--- src/rtl/seq_div_pkg.sv ---
// Shared types for the sequential restoring divider.
package seq_div_pkg;

    typedef enum logic [1:0] {
        IDLE = 2'd0,
        BUSY = 2'd1,
        DONE = 2'd2
    } div_state_t;

endpackage

--- src/rtl/seq_div_step.sv ---
// One restoring-division step: shift in the next dividend bit and trial-subtract the divisor.
module div_step #(
    parameter int WIDTH = 32
) (
    input  logic [WIDTH-1:0] rem,
    input  logic             dividend_msb,
    input  logic [WIDTH-1:0] divisor,
    output logic [WIDTH-1:0] next_rem,
    output logic             q_bit
);

    logic [WIDTH:0] w_shifted;
    logic [WIDTH:0] w_trial;

    // Trial subtraction at WIDTH+1 bits; a clear sign bit means the divisor fits.
    always_comb begin
        w_shifted = {rem, dividend_msb};
        w_trial   = w_shifted - {1'b0, divisor};
        q_bit     = ~w_trial[WIDTH];
        if (q_bit) begin
            next_rem = w_trial[WIDTH-1:0];
        end else begin
            next_rem = w_shifted[WIDTH-1:0];
        end
    end

endmodule

--- src/rtl/seq_div.sv ---
// Multi-cycle unsigned divider, one quotient bit per clock, valid/ready on both sides.
module seq_div
    import seq_div_pkg::*;
#(
    parameter int WIDTH = 32
) (
    input  logic             clk,
    input  logic             reset_n,
    input  logic             in_valid,
    output logic             in_ready,
    input  logic [WIDTH-1:0] left,
    input  logic [WIDTH-1:0] right,
    output logic             out_valid,
    input  logic             out_ready,
    output logic [WIDTH-1:0] quotient,
    output logic [WIDTH-1:0] remainder,
    output logic             div_by_zero
);

    localparam int CW = $clog2(WIDTH + 1);
    localparam logic [CW-1:0] CNT_ONE  = CW'(1);
    localparam logic [CW-1:0] CNT_LAST = CW'(WIDTH - 1);

    div_state_t       r_state;
    div_state_t       w_next_state;
    logic [CW-1:0]    r_cnt;
    logic [WIDTH-1:0] r_dividend;
    logic [WIDTH-1:0] r_divisor;
    logic [WIDTH-1:0] r_rem;
    logic [WIDTH-1:0] r_quot;
    logic [WIDTH-1:0] r_q_out;
    logic [WIDTH-1:0] r_r_out;
    logic             r_dbz;

    logic             w_idle;
    logic             w_right_zero;
    logic [WIDTH-1:0] w_step_rem;
    logic             w_step_msb;
    logic [WIDTH-1:0] w_step_div;
    logic [WIDTH-1:0] w_next_rem;
    logic             w_q_bit;
    logic [WIDTH-1:0] w_next_quot;

    assign w_idle       = (r_state == IDLE);
    assign w_right_zero = (right == {WIDTH{1'b0}});
    assign in_ready     = w_idle;
    assign out_valid    = (r_state == DONE);
    assign quotient     = r_q_out;
    assign remainder    = r_r_out;
    assign div_by_zero  = r_dbz;

    // The accepting edge already performs the first step from a cleared partial
    // remainder, so the result is visible on the WIDTH-th edge after accept.
    assign w_step_rem  = w_idle ? {WIDTH{1'b0}} : r_rem;
    assign w_step_msb  = w_idle ? left[WIDTH-1] : r_dividend[WIDTH-1];
    assign w_step_div  = w_idle ? right : r_divisor;
    assign w_next_quot = (r_quot << 1) | {{(WIDTH-1){1'b0}}, w_q_bit};

    div_step #(.WIDTH(WIDTH)) u_step (
        .rem          (w_step_rem),
        .dividend_msb (w_step_msb),
        .divisor      (w_step_div),
        .next_rem     (w_next_rem),
        .q_bit        (w_q_bit)
    );

    // State register.
    always_ff @(posedge clk or negedge reset_n) begin
        if (!reset_n) begin
            r_state <= IDLE;
        end else begin
            r_state <= w_next_state;
        end
    end

    // Next-state decode.
    always_comb begin
        w_next_state = r_state;
        case (r_state)
            IDLE: begin
                if (in_valid) begin
                    if (w_right_zero) begin
                        w_next_state = DONE;
                    end else begin
                        w_next_state = BUSY;
                    end
                end else begin
                    w_next_state = IDLE;
                end
            end
            BUSY: begin
                if (r_cnt == CNT_ONE) begin
                    w_next_state = DONE;
                end else begin
                    w_next_state = BUSY;
                end
            end
            DONE: begin
                if (out_ready) begin
                    w_next_state = IDLE;
                end else begin
                    w_next_state = DONE;
                end
            end
            default: w_next_state = IDLE;
        endcase
    end

    // Datapath: operand capture, restoring iteration and result registers.
    always_ff @(posedge clk or negedge reset_n) begin
        if (!reset_n) begin
            r_cnt      <= {CW{1'b0}};
            r_dividend <= {WIDTH{1'b0}};
            r_divisor  <= {WIDTH{1'b0}};
            r_rem      <= {WIDTH{1'b0}};
            r_quot     <= {WIDTH{1'b0}};
            r_q_out    <= {WIDTH{1'b0}};
            r_r_out    <= {WIDTH{1'b0}};
            r_dbz      <= 1'b0;
        end else begin
            case (r_state)
                IDLE: begin
                    if (in_valid && w_right_zero) begin
                        r_q_out <= {WIDTH{1'b1}};
                        r_r_out <= left;
                        r_dbz   <= 1'b1;
                    end else if (in_valid) begin
                        r_dividend <= {left[WIDTH-2:0], 1'b0};
                        r_divisor  <= right;
                        r_rem      <= w_next_rem;
                        r_quot     <= {{(WIDTH-1){1'b0}}, w_q_bit};
                        r_cnt      <= CNT_LAST;
                    end else begin
                        r_cnt <= r_cnt;
                    end
                end
                BUSY: begin
                    r_dividend <= {r_dividend[WIDTH-2:0], 1'b0};
                    r_rem      <= w_next_rem;
                    r_quot     <= w_next_quot;
                    r_cnt      <= r_cnt - CNT_ONE;
                    if (r_cnt == CNT_ONE) begin
                        r_q_out <= w_next_quot;
                        r_r_out <= w_next_rem;
                        r_dbz   <= 1'b0;
                    end else begin
                        r_dbz <= r_dbz;
                    end
                end
                default: begin
                    r_cnt <= r_cnt;
                end
            endcase
        end
    end

endmodule

--- config.mk ---
export PLATFORM = sky130hd
export DESIGN_NAME = seq_div
export DESIGN_NICKNAME = d
export VERILOG_FILES = /design/src/rtl/seq_div_pkg.sv /design/src/rtl/seq_div_step.sv /design/src/rtl/seq_div.sv
export SDC_FILE = /design/constraint.sdc
export NUM_CORES = 1
export LEC_CHECK = 0
export ABC_AREA = 1
export CORE_MARGIN = 2
export CORE_UTILIZATION = 50
export DETAILED_ROUTE_END_ITERATION = 8
export PLACE_DENSITY_LB_ADDON = 0.25
export SLEW_MARGIN = 5
export SYNTH_ARGS = -nofsm -noshare
export SYNTH_HDL_FRONTEND = slang
export SYNTH_SLANG_ARGS = --single-unit
--- constraint.sdc ---
create_clock -name clk -period 3.7 [get_ports clk]
set_input_delay 0.555 -clock clk [delete_from_list [all_inputs] [get_ports clk]]
set_output_delay 0.555 -clock clk [all_outputs]
set_load 0.01 [all_outputs]
==> results.txt, run 1 <==
Top FF cell, synth: dfrtp_1
Max Root-Sink Buffers: 2
Adder-Cell Fraction of Synth Area: 3.79%
Final cell count without fillers: 2081
Core region area: 23300 um^2
Die span in y: 157 um
Mapped Nets: 1758
Tot GR Track Use: 26.2%
Max Clk Rate: 300 MHz
Congestion Overflow GR: 0
Period utilisation layout: 90.2%
Share of the yosys chip area belonging to registers: 42.4%
First-pass GRT wire length: 51300 um
GP Congestion: 0.943
Post-CTS setup buffers: 0
Port bufs: 134
Hold Fails Final Rpt: 0
H-tree depth: 4
Layout area overhead: 19.2%
Critical path type: reg -> reg
ANT nets after route: 0
Routed WL: 31700 um
Unrepaired setup endpoints after global routing: false
Slowest CP cell: dfrtp_1
Synth area leader: dfrtp_1
Clk slew on worst S/H paths: 90 ps
Crit path cell chain: nor2_4 > inv_2 > o21ai_1 > ha_1 > inv_1 > fa_1 > nand2_1 > nand2_1 > nand3_1 > nand2_2 > nand2_1 > nand2_2 > nand2_2 > nand3_1 > nand2_2 > buf_4 > nand2_1 > nand2_1 > nand2_1 > o21ai_1
Die area: 24700 um^2
Gate Count Post-Synth: 1655
Slew headroom: 26.5%
WL/cell: 15.2 um
Number of synthesized flops with an enable pin: 0
Post_cts resized: 0
Setup TNS: 0 ps
Startpoint type of the worst setup path: flop
Vias: 10.9k
Synth top area share: 42.4%
Post-Synth XOR/XNOR Area: 1.04%
First-pass detailed-route iteration total: 7
Max incr delay on CP: 460 ps
Placed cell count: 2049
Dpl hpwl: 23000 um
Count leader, synth: nand2_1
Clock latency on the worst-skew pair: 450 ps
Worst reg2reg setup slack: 360 ps
Critical path capture point type: flop
Root Buffer: clkbuf_16
Max_cap viols: 0
Most Frequent Cell on Critical Path: nand2_1
Reg2reg path depth: 20
Mux share of post-synthesis cell area: 0%
WP data arrival: 3710 ps
Synth unique cells: 38
Num Clock Sinks: 199
Commonest cells post-synth: nand2_1, inv_1, dfrtp_1
Outcome: completed
Crit path max fanout: 8
Inserted Clock Buffers: 17
Hold_buf cts: 0
Largest net degree at the start of global routing: 95
Least-Margin Pin Slew: 1100 ps
IO Pins: 135
Clock period minus worst slack: 3340 ps
Number of global-route vias before repair: 9957
Site Rows: 56
Top cells by area in the synthesized netlist: dfrtp_1, nand2_1, inv_1, nand3_1, o21ai_0
Final Slew Violations: 0
Buf+Inv Stages, Crit Path: 3
Routed vias/inst: 5.23
Setup Skew: 11.9 ps
Largest delay contributor family on the critical path: simple AND/OR/NAND/NOR gates
TritonCTS clock tree: done
Synth Area per Inst: 7.10 um^2
Tightest Hold Check Type: in -> async
Die width: 157 um
Post-synthesis simple-gate area fraction: 28.5%
Initial Util: 50.5%
Crit Reg-Reg Startpoint: r_state[0]
R2R Path End: r_rem[5]
Synth Area in Compound Gates: 13.1%
Yosys Warn Count: 0
Asr flop ratio synth: 100%
Flops & latches, synth: 199
Ant diodes: 0
DRC Markers: 0
Initial antenna violation count: 0
Iter 0 DRT Violations: 1020
Post-Syn Area: 11700 um^2
Critical Path RT: 4070 ps
Combinational family with the most area after synthesis: simple AND/OR/NAND/NOR gates
Final #Nets: 1852
Fraction of layout cells with a size suffix above 1: 5.45%
Final Setup Violations: 0
-- area by class of cell --
type	instances	area, um^2
fill	2169	9260
multi-input combinational	1127	5500
clock inverter	15	210
inverter	253	950
sequential	199	4980
clock buffer	17	425
timing repair buffer	151	1540
tap	319	399
-- worst max path at each step --
stage	start	end	slack, ps	cells after the start
finish	r_state[0]	r_rem[5]	360	20
global route	r_state[0]	r_rem[5]	80	20
CTS	r_state[0]	remainder[21]	170	18
detailed placement	left[31]	r_rem[27]	8	17
global placement	left[31]	r_rem[21]	120	17
floorplan	r_state[0]	remainder[31]	620	20
-- state kept, by name, summed over array words and instances (netlist names) --
name	flops
r_state	2
r_rem	32
r_quot	31
r_dividend	31
remainder	32
quotient	32
r_divisor	32
r_cnt	6
div_by_zero	1
-- cells in the final DEF, fill, tap and decap left out, types with 5 or more instances in the layout --
cell type        instances
nand3_1                130
nand3_2                  5
nand4_1                 11
nor3_1                   9
o22ai_1                 31
buf_4                   12
a21oi_1                 27
o211ai_1                30
inv_1                  232
o21ai_1                 39
nor2_1                  84
nand2_1                538
nand2_2                 12
o21ai_2                 12
o21bai_1                 8
ha_1                    34
clkbuf_16               17
clkinv_1                16
xor2_1                   6
nor4_1                   5
clkdlybuf4s50_1        133
clkinv_8                 5
inv_2                    5
dfrtp_1                199
buf_12                   5
nor2_2                   5
xnor2_1                  8
o21ai_0                115
-- cells by family (layout without fill, tap and decap cells) --
family | after synthesis | count (layout)
AOI/OAI and AO/OA | 269 | 269
xor gates and xnor gates | 14 | 14
adders and majority gates | 35 | 35
buffers and inverters | 329 | 436
DFF | 199 | 199
and+or+nand+nor | 809 | 809
-- stage by stage --
step	setup slack, ps	hold slack [ps]	instance area [um^2]	utilization, %
2_1_floorplan	621	259	11700	-
3_3_place_gp	123	454	13400	57.4
3_5_place_dp	7.52	457	13400	57.4
4_1_cts	168	187	14000	60.2
5_1_grt	84.4	199	14000	60.2
6_report	361	136	14000	60.2
-- layer usage --
layer  part of all wire, %  GRT usage [%]  vias to the layer above  routed length (um)
li1                      -              -                     5448                   -
met1                    50           41.3                     5024               15700
met2                    42           37.5                      385               13300
met3                   6.9           3.88                       35                2180
met4                   1.5           6.32                        0                 467
met5                     0              0                        -                   0
Power of run 1 is left out: the tool's default activity adds up to more than one toggle a clock period on the data nets, which glitch-free logic cannot reach.
==> run 2: changes to the inputs <==
--- a/config.mk
+++ b/config.mk
@@ -10,6 +10,7 @@
 export CORE_UTILIZATION = 50
 export DETAILED_ROUTE_END_ITERATION = 8
 export PLACE_DENSITY_LB_ADDON = 0.25
+export RECOVER_POWER = 50
 export SLEW_MARGIN = 5
 export SYNTH_ARGS = -nofsm -noshare
 export SYNTH_HDL_FRONTEND = slang
==> run 2 against run 1 <==
Effect of this change:
- the run now ends with capacitance limit, slew limit left
- register-to-register slack worse by 20 ps
- critical path depth stayed put
- routed wire length is 0.11% lower
- die area stayed put
- fmax is 0.49% lower
- worst hold slack better by 330 ps
- worst setup slack worse by 16 ps
- cell area is 0.20% lower
- cell count stayed put
- highest routed layer unchanged
==> results.txt, run 2 (synthesis results as in run 1) <==
Most frequent cells in the layout: nand2_1, inv_1, dfrtp_1
Pre-CTS WS: 7.52 ps (unchanged)
Fraction of layout cells with a size suffix above 1: 5.39% (-0.057 points)
Critical path type: reg -> reg
Iter 0 DRT Violations: 1017 (-0.29%)
Vias: 11.0k (+0.66%)
WL/cell: 15.2 um (-0.11%)
Max Root-Sink Buffers: 2 (unchanged)
Crit path max fanout: 8 (unchanged)
Site Rows: 56 (unchanged)
Worst Setup Slack, final: 345 ps (-16.4 ps)
Clk slew on worst S/H paths: 90 ps (about the same)
Post-CTS setup buffers: 0 (unchanged)
Outcome: finished with violations
Startpoint type of the worst setup path: flop
GP Congestion: 0.943 (unchanged)
Largest net degree at the start of global routing: 95 (unchanged)
Hold_buf cts: 0 (unchanged)
Slew headroom: -54.6% (-81 points)
Inserted Clock Buffers: 17 (unchanged)
Final #Nets: 1852 (unchanged)
Initial antenna violation count: 0 (unchanged)
First-pass detailed-route iteration total: 6 (-1)
Die width: 157 um (unchanged)
ANT nets after route: 0 (unchanged)
Critical path capture point type: flop
Critical Path RT: 4070 ps (about the same)
WP data arrival: 3720 ps (about the same)
Final Slew Violations: 95 (+95)
Root Buffer: clkbuf_16
Number of fill cells: 2172 (+0.14%)
Clock period minus worst slack: 3360 ps (+16.4 ps)
Clock latency on the worst-skew pair: 450 ps (about the same)
Post-layout util: 60.1% (-0.12 points)
TritonCTS clock tree: done
Core region area: 23300 um^2 (unchanged)
Period utilisation layout: 90.7% (+0.44 points)
Max_cap viols: 1 (+1)
Tot GR Track Use: 26.2% (unchanged)
Setup Skew: 12.3 ps (+0.416 ps)
Die area: 24700 um^2 (unchanged)
Tightest Hold Check Type: reg -> reg
Dpl hpwl: 23000 um (unchanged)
Congestion Overflow GR: 0 (unchanged)
Max Clk Rate: 298 MHz (-0.49%)
Least-Margin Pin Slew: 2320 ps (+1220 ps)
Commonest non-fill, non-tap cell in the layout: nand2_1
First-pass GRT wire length: 51300 um (unchanged)
DRC Markers: 0 (unchanged)
Routed vias/inst: 5.27 (+0.66%)
Routed WL: 31600 um (-0.11%)
Die span in y: 157 um (unchanged)
Final Setup Violations: 0 (unchanged)
Num Clock Sinks: 199 (unchanged)
Hold slack: 467 ps (+331 ps)
Port bufs: 134 (unchanged)
Layout area overhead: 19.0%
Post_cts resized: 0 (unchanged)
Failing checks: capacitance limit, slew limit
Ant diodes: 0 (unchanged)
IO Pins: 135 (unchanged)
Hold Fails Final Rpt: 0 (unchanged)
Initial Util: 50.5% (unchanged)
Number of global-route vias before repair: 9957 (unchanged)
Setup TNS: 0 ps (unchanged)
Unrepaired setup endpoints after global routing: false
H-tree depth: 4 (unchanged)
run 2: worst paths after layout:
kind                             startpoint     endpoint  slack (ps)  cells past startpoint
worst min register to register  quotient[9]  quotient[9]         470                      2
worst max-delay path             r_state[0]     r_rem[5]         340                     20
min in group asynchronous           reset_n  quotient[6]         750                      1
worst max register to register   r_state[0]     r_rem[5]         340                     20
max in group asynchronous           reset_n    r_rem[27]         940                      2
worst min-delay path            quotient[9]  quotient[9]         470                      2
run 2: routing by layer:
metal / vias up / track usage [%] / share of wire (%)
li1: 5451 / - / -
met1: 5085 / 41.3 / 49
met2: 390 / 37.5 / 42
met3: 38 / 3.88 / 7.2
met4: 0 / 6.32 / 1.6
met5: - / 0 / 0
run 2: final cells by class:
type                    count  area (um^2)  area share [%]
repair buffers            151         1510            10.8
well taps                 319          399            2.86
clock inverters            15          210            1.50
flip-flops and latches    199         4980            35.6
clock buffers              17          425            3.04
multi-input cells        1127         5500            39.4
inverters                 253          950            6.80
run 2: critical path: stages (launching register included):
cell	delay, ps
dfrtp_1	460
nor2_4	230
inv_2	130
o21ai_1	280
ha_1	200
inv_1	60
fa_1	410
nand2_1	110
nand2_1	70
nand3_1	100
nand2_2	80
nand2_1	80
nand2_2	70
nand2_2	90
nand3_1	110
nand2_2	250
buf_4	220
nand2_1	70
nand2_1	90
nand2_1	70
o21ai_1	110
run 2: through the flow:
stage	std cells	area, um^2
2_1_floorplan	1655	11700
3_5_place_dp	2049	13400
6_report	2081	14000
5_1_grt	2081	14000
3_3_place_gp	2049	13400
4_1_cts	2081	14000
Power of run 2 is left out for the same reason.
